$ cat config.mk
export PLATFORM = sky130hd
export DESIGN_NAME = step_motor_ctrl
export DESIGN_NICKNAME = d
export VERILOG_FILES = /design/src/rtl/step_motor_pkg.sv /design/src/rtl/step_tick_gen.sv /design/src/rtl/step_motor_ctrl.sv
export SDC_FILE = /design/constraint.sdc
export NUM_CORES = 1
export LEC_CHECK = 0
export CORE_MARGIN = 2
export CORE_UTILIZATION = 48
export DETAILED_ROUTE_END_ITERATION = 8
export GPL_ROUTABILITY_DRIVEN = 0
export GPL_TIMING_DRIVEN = 0
export HOLD_SLACK_MARGIN = 0.12
export PLACE_DENSITY = 0.77
export SLEW_MARGIN = 10
export SYNTH_ARGS = -nofsm -noshare
export SYNTH_HDL_FRONTEND = slang
export SYNTH_SLANG_ARGS = --single-unit
$ cat constraint.sdc
create_clock -name clk_i -period 3.9 [get_ports clk_i]
set_clock_uncertainty 0.05 [all_clocks]
set_input_delay 0.975 -clock clk_i [delete_from_list [all_inputs] [get_ports clk_i]]
set_output_delay 0.975 -clock clk_i [all_outputs]
set_load 0.005 [all_outputs]
$ cat src/rtl/step_motor_pkg.sv
// Shared types and helpers for the stepper sequencer.
//   state_e      : sequencer FSM states
//   idx_w()      : width of the phase index for a given coil count
//   coil_decode(): phase index -> one-hot / two-hot coil pattern (LSB = coil A)
package step_motor_pkg;

  typedef enum logic {
    IDLE = 1'b0,
    RUN  = 1'b1
  } state_e;

  // Widest coil vector coil_decode() can produce; callers size-cast down to PHASES.
  localparam int MAX_PHASES = 8;

  function automatic int idx_w(input int phases);
    return $clog2(2 * phases);
  endfunction

  // Even index 2k energises coil k alone; odd index 2k+1 energises coils k and k+1,
  // with coil k+1 wrapping to coil 0 for the last odd index.
  function automatic logic [MAX_PHASES-1:0] coil_decode(input int unsigned idx,
                                                         input int unsigned phases);
    int unsigned          k;
    logic                 odd;
    logic [MAX_PHASES-1:0] res;
    k   = idx / 2;
    odd = ((idx % 2) == 1);
    res = '0;
    for (int unsigned j = 0; j < MAX_PHASES; j++) begin
      if (j == k || (odd && j == ((k + 1) % phases))) res[j] = 1'b1;
    end
    return res;
  endfunction

endpackage

$ cat src/rtl/step_tick_gen.sv
// Step-rate divider. Raises tick_o for one cycle every div_i+1 enabled cycles.
//   clk_i  : clock
//   cr_i   : synchronous active-high reset
//   clr_i  : hold the count at zero (sequencer idle or aborting)
//   en_i   : count enable; a frozen count resumes exactly where it stopped
//   div_i  : terminal count; period = div_i+1 enabled cycles
//   tick_o : combinational terminal-count strobe
module step_tick_gen #(
  parameter int DIV_W = 32
) (
  input  logic             clk_i,
  input  logic             cr_i,
  input  logic             clr_i,
  input  logic             en_i,
  input  logic [DIV_W-1:0] div_i,
  output logic             tick_o
);

  logic [DIV_W-1:0] cnt_q, cnt_d;

  // div_i is compared live, so a new period applies at the next compare.
  assign tick_o = en_i && !clr_i && (cnt_q == div_i);

  always_comb begin
    cnt_d = cnt_q;
    if (clr_i)       cnt_d = '0;
    else if (tick_o) cnt_d = '0;
    else if (en_i)   cnt_d = cnt_q + DIV_W'(1);
  end

  always_ff @(posedge clk_i) begin
    if (cr_i) cnt_q <= '0;
    else      cnt_q <= cnt_d;
  end

endmodule

$ cat src/rtl/step_motor_ctrl.sv
// N-phase stepper sequencer with counted moves (start/busy/done handshake).
//   clk_i, cr_i   : clock, synchronous active-high reset
//   en_i          : 1 = run and energise coils, 0 = pause with coils off
//   start_i       : one-cycle move request, accepted only when idle
//   abort_i       : end the current move without a done pulse
//   dir_i         : 0 = forward (index up), 1 = reverse
//   half_i        : 1 = half-step, 0 = full-step
//   div_i         : step period = div_i+1 enabled cycles
//   steps_i       : number of steps in the move
//   busy_o        : move in progress
//   done_o        : one-cycle pulse with the final step (or for a zero-step move)
//   step_pulse_o  : one-cycle pulse per step
//   idx_o         : phase index 0..2*PHASES-1
//   coils_o       : coil drive, bit 0 = coil A
module step_motor_ctrl
  import step_motor_pkg::*;
#(
  parameter  int PHASES = 3,
  parameter  int DIV_W  = 32,
  parameter  int CNT_W  = 16,
  localparam int IDX_W  = idx_w(PHASES)
) (
  input  logic              clk_i,
  input  logic              cr_i,
  input  logic              en_i,
  input  logic              start_i,
  input  logic              abort_i,
  input  logic              dir_i,
  input  logic              half_i,
  input  logic [DIV_W-1:0]  div_i,
  input  logic [CNT_W-1:0]  steps_i,
  output logic              busy_o,
  output logic              done_o,
  output logic              step_pulse_o,
  output logic [IDX_W-1:0]  idx_o,
  output logic [PHASES-1:0] coils_o
);

  localparam logic [IDX_W-1:0] IDX_LAST = IDX_W'(2 * PHASES - 1);
  localparam logic [IDX_W-1:0] IDX_LAST_EVEN = IDX_W'(2 * PHASES - 2);

  state_e            state_q, state_d;
  logic [CNT_W-1:0]  rem_q, rem_d;
  logic [IDX_W-1:0]  idx_q, idx_d, idx_step;
  logic [PHASES-1:0] coils_q, coils_d;
  logic              done_q, done_d;
  logic              step_q, step_d;
  logic              tick;
  logic              tick_clr;

  assign tick_clr = (state_q != RUN) || abort_i;

  step_tick_gen #(.DIV_W(DIV_W)) u_tick (
    .clk_i  (clk_i),
    .cr_i   (cr_i),
    .clr_i  (tick_clr),
    .en_i   (en_i),
    .div_i  (div_i),
    .tick_o (tick)
  );

  // Index after one step. A full step from an odd index lands on the adjacent
  // even index in the travel direction, which is the same move as a half step.
  always_comb begin
    idx_step = idx_q;
    if (half_i || idx_q[0]) begin
      if (!dir_i) idx_step = (idx_q == IDX_LAST) ? '0 : idx_q + IDX_W'(1);
      else        idx_step = (idx_q == '0) ? IDX_LAST : idx_q - IDX_W'(1);
    end else begin
      if (!dir_i) idx_step = (idx_q == IDX_LAST_EVEN) ? '0 : idx_q + IDX_W'(2);
      else        idx_step = (idx_q == '0) ? IDX_LAST_EVEN : idx_q - IDX_W'(2);
    end
  end

  always_comb begin
    state_d = state_q;
    rem_d   = rem_q;
    idx_d   = idx_q;
    done_d  = 1'b0;
    step_d  = 1'b0;
    case (state_q)
      IDLE: begin
        if (start_i) begin
          if (steps_i != '0) begin
            state_d = RUN;
            rem_d   = steps_i;
          end else begin
            done_d = 1'b1;
          end
        end
      end
      RUN: begin
        // Abort wins over a tick in the same cycle: no step is taken.
        if (abort_i) begin
          state_d = IDLE;
          rem_d   = '0;
        end else if (tick) begin
          step_d = 1'b1;
          rem_d  = rem_q - CNT_W'(1);
          idx_d  = idx_step;
          if (rem_q == CNT_W'(1)) begin
            state_d = IDLE;
            done_d  = 1'b1;
          end
        end
      end
      default: state_d = IDLE;
    endcase
    coils_d = en_i ? PHASES'(coil_decode(int'(idx_d), PHASES)) : '0;
  end

  always_ff @(posedge clk_i) begin
    if (cr_i) begin
      state_q <= IDLE;
      rem_q   <= '0;
      idx_q   <= '0;
      coils_q <= '0;
      done_q  <= 1'b0;
      step_q  <= 1'b0;
    end else begin
      state_q <= state_d;
      rem_q   <= rem_d;
      idx_q   <= idx_d;
      coils_q <= coils_d;
      done_q  <= done_d;
      step_q  <= step_d;
    end
  end

  assign busy_o       = (state_q == RUN);
  assign done_o       = done_q;
  assign step_pulse_o = step_q;
  assign idx_o        = idx_q;
  assign coils_o      = coils_q;

endmodule

* After elaboration in Yosys (flattened, before gate mapping)
Index checks and enable logic that the tools add are counted.
** Word-level totals
- Bits in registers :: 57
- Input port bits :: 55
** Cells by class
- Add/sub/neg operators :: 7
- Divide/modulo/power cells :: 1
- Equality and inequality tests :: 11
- Muxes and demuxes :: 31
- Bitwise gates (word level) :: 2
- Reductions and logical operators :: 19
** Operator list (number)
- $logic_not A32 Y1 :: 2
- $mux W16 :: 4
- $add A32 B1 Y32 const B :: 1
- $eq A1 B32 Y1 const A :: 1
- $eq A2 B32 Y1 const A :: 1
- $eq A32 B32 Y1 :: 1
- $mod A32 B2 Y32 const B :: 1
- $pmux W16 S2 :: 1
- $mux W3 :: 10
- $eq A16 B1 Y1 const B :: 1
- $reduce_bool A16 Y1 :: 1
- $sub A16 B1 Y16 const B :: 1
- $mux W1 :: 14
- $eq A3 B3 Y1 const B :: 2
- $reduce_or A3 Y1 :: 2
- $logic_and A1 B1 Y1 :: 5
- $logic_or A1 B1 Y1 :: 5
- $pmux W1 S2 :: 2
- $add A2 B1 Y3 const B :: 1
- $add A3 B1 Y3 const B :: 1
- $add A3 B2 Y3 const B :: 1
- $logic_not A3 Y1 :: 1
- $ne A3 B2 Y1 const B :: 1
- $reduce_and A3 Y1 :: 1
- other kinds (9) :: 10

* Logic depth before layout (Yosys ltp)
Gate-level depths: netlist of the first run.
- Word-level depth :: 14
- Gate-level depth with buffers :: 11

* Cells and area by module
A second synthesis of the first run with hierarchy kept.
** Second synthesis, totals
- Cells, all modules :: 419
- Area total of the unflattened synthesis :: 3464.6 um^2
** Modules (own cells, without submodules)
- step_tick_gen :: instances 1, cells an instance 210, area an instance 1830.5 um^2
- step_motor_ctrl :: instances 1, cells an instance 209, area an instance 1634.1 um^2

* Least setup slack after synthesis of the first run
No wires, ideal clock.
- Kind :: input-to-reg
- Start point :: input port div_i[17]
- End point :: register coils_q[1], in the netlist coils_o[1]
- Setup time :: 0.133 ns
- Arrival :: 3.683 ns
- Data required time :: 3.717 ns
- Setup slack :: 0.035 ns
- Stages on the path :: 10
- Buffers on the path :: 1
- Cell sequence :: xor2_1 or4_1 or4b_4 or4_4 buf_6 or3_4 and2_1 ha_1 nand4_1 o221ai_1
** On the way
- Word-level cells in the longest chain between the ends :: 11
** Ends and longest elaborated chain
- start: declaration :: line step_motor_ctrl.sv:30 : input logic [DIV_W-1:0] div_i,
- $eq A32 B32 Y1 (*) :: line step_tick_gen.sv:22 : assign tick_o = en_i && !clr_i && (cnt_q == div_i);
- $logic_and A1 B1 Y1 (*) :: line step_tick_gen.sv:22
- $mux W3 (*) :: line step_motor_ctrl.sv:97 : end else if (tick) begin
- $mux W3 (*) :: line step_motor_ctrl.sv:94 : if (abort_i) begin
- $mux W3 (*) :: line step_motor_ctrl.sv:81 : case (state_q)
- $add A2 B1 Y3
- $mod A32 B2 Y32
- $eq A1 B32 Y1 :: line step_motor_pkg.sv:30 : if (j == k || (odd && j == ((k + 1) % phases))) res[j] = 1'b1;
- $logic_and A1 B1 Y1 :: line step_motor_pkg.sv:30
- $logic_or A1 B1 Y1 (*) :: line step_motor_pkg.sv:30
- $mux W1 (*) :: line step_motor_pkg.sv:30
- end signal: assignment :: line step_motor_ctrl.sv:124 : coils_q <= coils_d;
- end: declaration :: line step_motor_ctrl.sv:45 : logic [PHASES-1:0] coils_q, coils_d;
Every way passes the cells marked *; elsewhere a longest branch is shown, timed or not.
A chain may end at the register's enable or synchronous reset.

* Worst setup path after layout of the first run
- Start point :: input port div_i[2]
- End point :: register coils_q[1], in the netlist coils_o[1]
Same word-level chain as after synthesis.

==> qor.txt, run 1 <==
Max-slew headroom = 0.491
Top Family by Delay on Critical Path = simple AND/OR/NAND/NOR gates
Via count = 3492
Share of cells above drive strength 1 = 0.0615
First-pass GRT wire length = 14800 um
Dominant cell type by area after synthesis = dfxtp_1
Pre-CTS setup slack = -601 ps
Dominant cells by area after synthesis = dfxtp_1 (33%), xnor2_1 (9.2%), xor2_1 (7.4%)
Post-route minimum period = 3790 ps
CTS Sinks = 57
Starting Density = 0.501
Seq/Total Area, Yosys = 0.332
Worst-path fanout max = 4
Max-cap violation count = 0
PwrDens = 329 nW/um2
Die Y = 88.7 um
Setup crit start kind = input pin
Via density = 5.82
RSZ-0062 raised after global routing = false
Die Wd = 88.7 um
Largest net degree at the start of global routing = 11
Core Region = 6870 um2
Io pins = 64
Initial drt markers = 157
First-pass DRT Iterations = 5
Outcome = completed
Total grt overflow = 0
Post-Route Utilization = 0.640
CTS Hold Bufs = 0
P&R area growth vs syn = 27.9%
Remaining DRCs = 0
Drt total wl = 9070 um
Antenna Nets Post-Route = 0
Depth of the CTS H-tree = 3
Initial antenna violation count = 0
Req. time, crit path = 4060 ps
DP HPWL = 6800 um
Kind of critical path = in -> reg
Worst skew pair latency = 350 ps
#FFs+latches synth = 57
Total clock buffers created by CTS = 9
Number of global-route vias before repair = 3315
Routed length per placed instance = 15.1 um
Leakage = 1.50 nW
Worst hold slack = 441 ps
N_diodes = 0
Cell Rows = 30
Crit path cell chain = clkdlybuf4s50_1 -> xor2_1 -> or4_1 -> or4b_4 -> or4_4 -> or3_4 -> and2_4 -> ha_4 -> nand4_1 -> o221ai_1
GRT Util Overall = 0.241
Synthesized instance count = 426
Slew Viols, Final = 0
Primary FF master, synth = dfxtp_1
Worst Tran Pin Value = 761 ps
Slowest-stage cell, CP = or4b_4
Post-Syn Area = 3440 um2
Count of buffers from port buffering = 60
F_max = 264 MHz
Layout net count = 562
Design area = 4400 um2
Crit share post-route = 0.973
CTS clock-pin slew for the worst setup and hold paths = 70 ps
Worst-case clock buffer depth = 2
Synthesis Warnings = 0
Crit. End Element = flop
Syn Area/Cell = 8.07 um2
HP Class = reg -> reg
Area share of the leading cell type in the synthesized netlist = 0.332
Post-synth EDFFs = 0
CP arrival = 3960 ps
Fraction of registers with async set/reset = 0
Total Power Consumption = 1.45 mW
WP buf/inv = 1
CTS tree = built
Die footprint = 7860 um2
Peak supply drop = 0.195 mV
Yosys cell types = 50
Most frequent cells in the layout = dfxtp_1 (57), clkdlybuf4s50_1 (57), nor2_1 (55)
Final Hold Viols = 0
Post-Place Cell Area = 4160 um2
Net Count, Synth = 489
Setup Viol. Count Final = 0
Fin worst setup slack = 105 ps
Clk Tree Root Cell = clkbuf_8
Delay of the slowest critical-path stage = 540 ps
## area by class of cell
cell class                 count  area [um2]
sequential                    57        1140
fill                         605        2470
clock buffer                  10         128
multi-input combinational    336        2180
clock inverter                 6        82.6
inverter                      14        52.6
buffer                        18        72.6
tap                           96         120
timing repair buffer          63         619
## logic make-up after synthesis
| logic type | share of synthesized area |
|---|---|
| xor gates and xnor gates | 0.166 |
| DFF | 0.332 |
| AOI/OAI and AO/OA | 0.119 |
| and+or+nand+nor | 0.307 |
| buffers and inverters | 0.0397 |
| adders and majority gates | 0.0291 |
| muxes | 0.00873 |
## worst min-delay path, stage by stage, from the launching register on
cell and delay, ps:
dfxtp_1 320, nand2_1 50, o22ai_1 70
## what timing repair did
| item | in CTS | in global routing |
|---|---|---|
| setup endpoints to repair | 3 | 2 |
| resized for setup | 6 | 0 |
| pin swaps | 4 | 1 |
| setup buffers | 3 | 0 |
## final timing paths
check / startpoint / slack, ps / to / cells after the start
max: div_i[2] / 110 / coils_o[1]$_SDFF_PP0_ / 10
min: rem_q[7]$_SDFFE_PP0P_ / 440 / rem_q[7]$_SDFFE_PP0P_ / 2
max reg2reg: u_tick.cnt_q[21]$_SDFFE_PP0P_ / 690 / coils_o[1]$_SDFF_PP0_ / 9
min reg2reg: rem_q[7]$_SDFFE_PP0P_ / 440 / rem_q[7]$_SDFFE_PP0P_ / 2
## per-layer routing
layer,global-route usage,vias up,part of all wire
met4,0.0937,0,0.020
met2,0.410,115,0.49
met3,0.0625,20,0.053
met5,0,-,0
met1,0.291,1658,0.44
li1,-,1699,-
## sequential cells by signal, summed over array words and instances (netlist names)
name          cells
busy_o            1
coils_o           3
done_o            1
idx_o             3
rem_q            16
step_pulse_o      1
u_tick.cnt_q     32
## cell usage after synthesis (all sizes together), types with 4 or more instances
master / count
a21o: 5
a21oi: 8
a22oi: 5
a32oi: 4
and3: 6
buf: 5
clkbuf: 14
dfxtp: 57
ha: 8
inv: 13
nand2: 38
nand3: 10
nand4: 26
nor2: 55
nor3: 20
nor4: 20
o21ai: 4
o22ai: 8
or3: 5
or4: 9
xnor2: 36
xor2: 29
## report_power, final
part	internal, mW	leakage, nW	total [mW]	switching (mW)
Combinational	0.107	0.931	0.223	0.116
Sequential	0.598	0.463	0.614	0.0156
Clock	0.356	0.106	0.611	0.255
Total	1.06	1.50	1.45	0.387
## through the flow
stage          instances  TNS (ps)
2_1_floorplan        426         0
3_3_place_gp         582     -1390
3_5_place_dp         582     -1510
4_1_cts              600         0
5_1_grt              600         0
6_report             600         0
Power figures use the tool's default switching activity.
==> run 2: changes to the inputs <==
- HOLD_SLACK_MARGIN: 0.12 -> 0.15
==> results of run 2 <==
Final layout, timing and power as in run 1 (identical DEF).
==> run 3: changes to the inputs <==
- TNS_END_PERCENT: unset -> 30
==> results of run 3 <==
Final layout, timing and power as in run 1 (identical DEF).
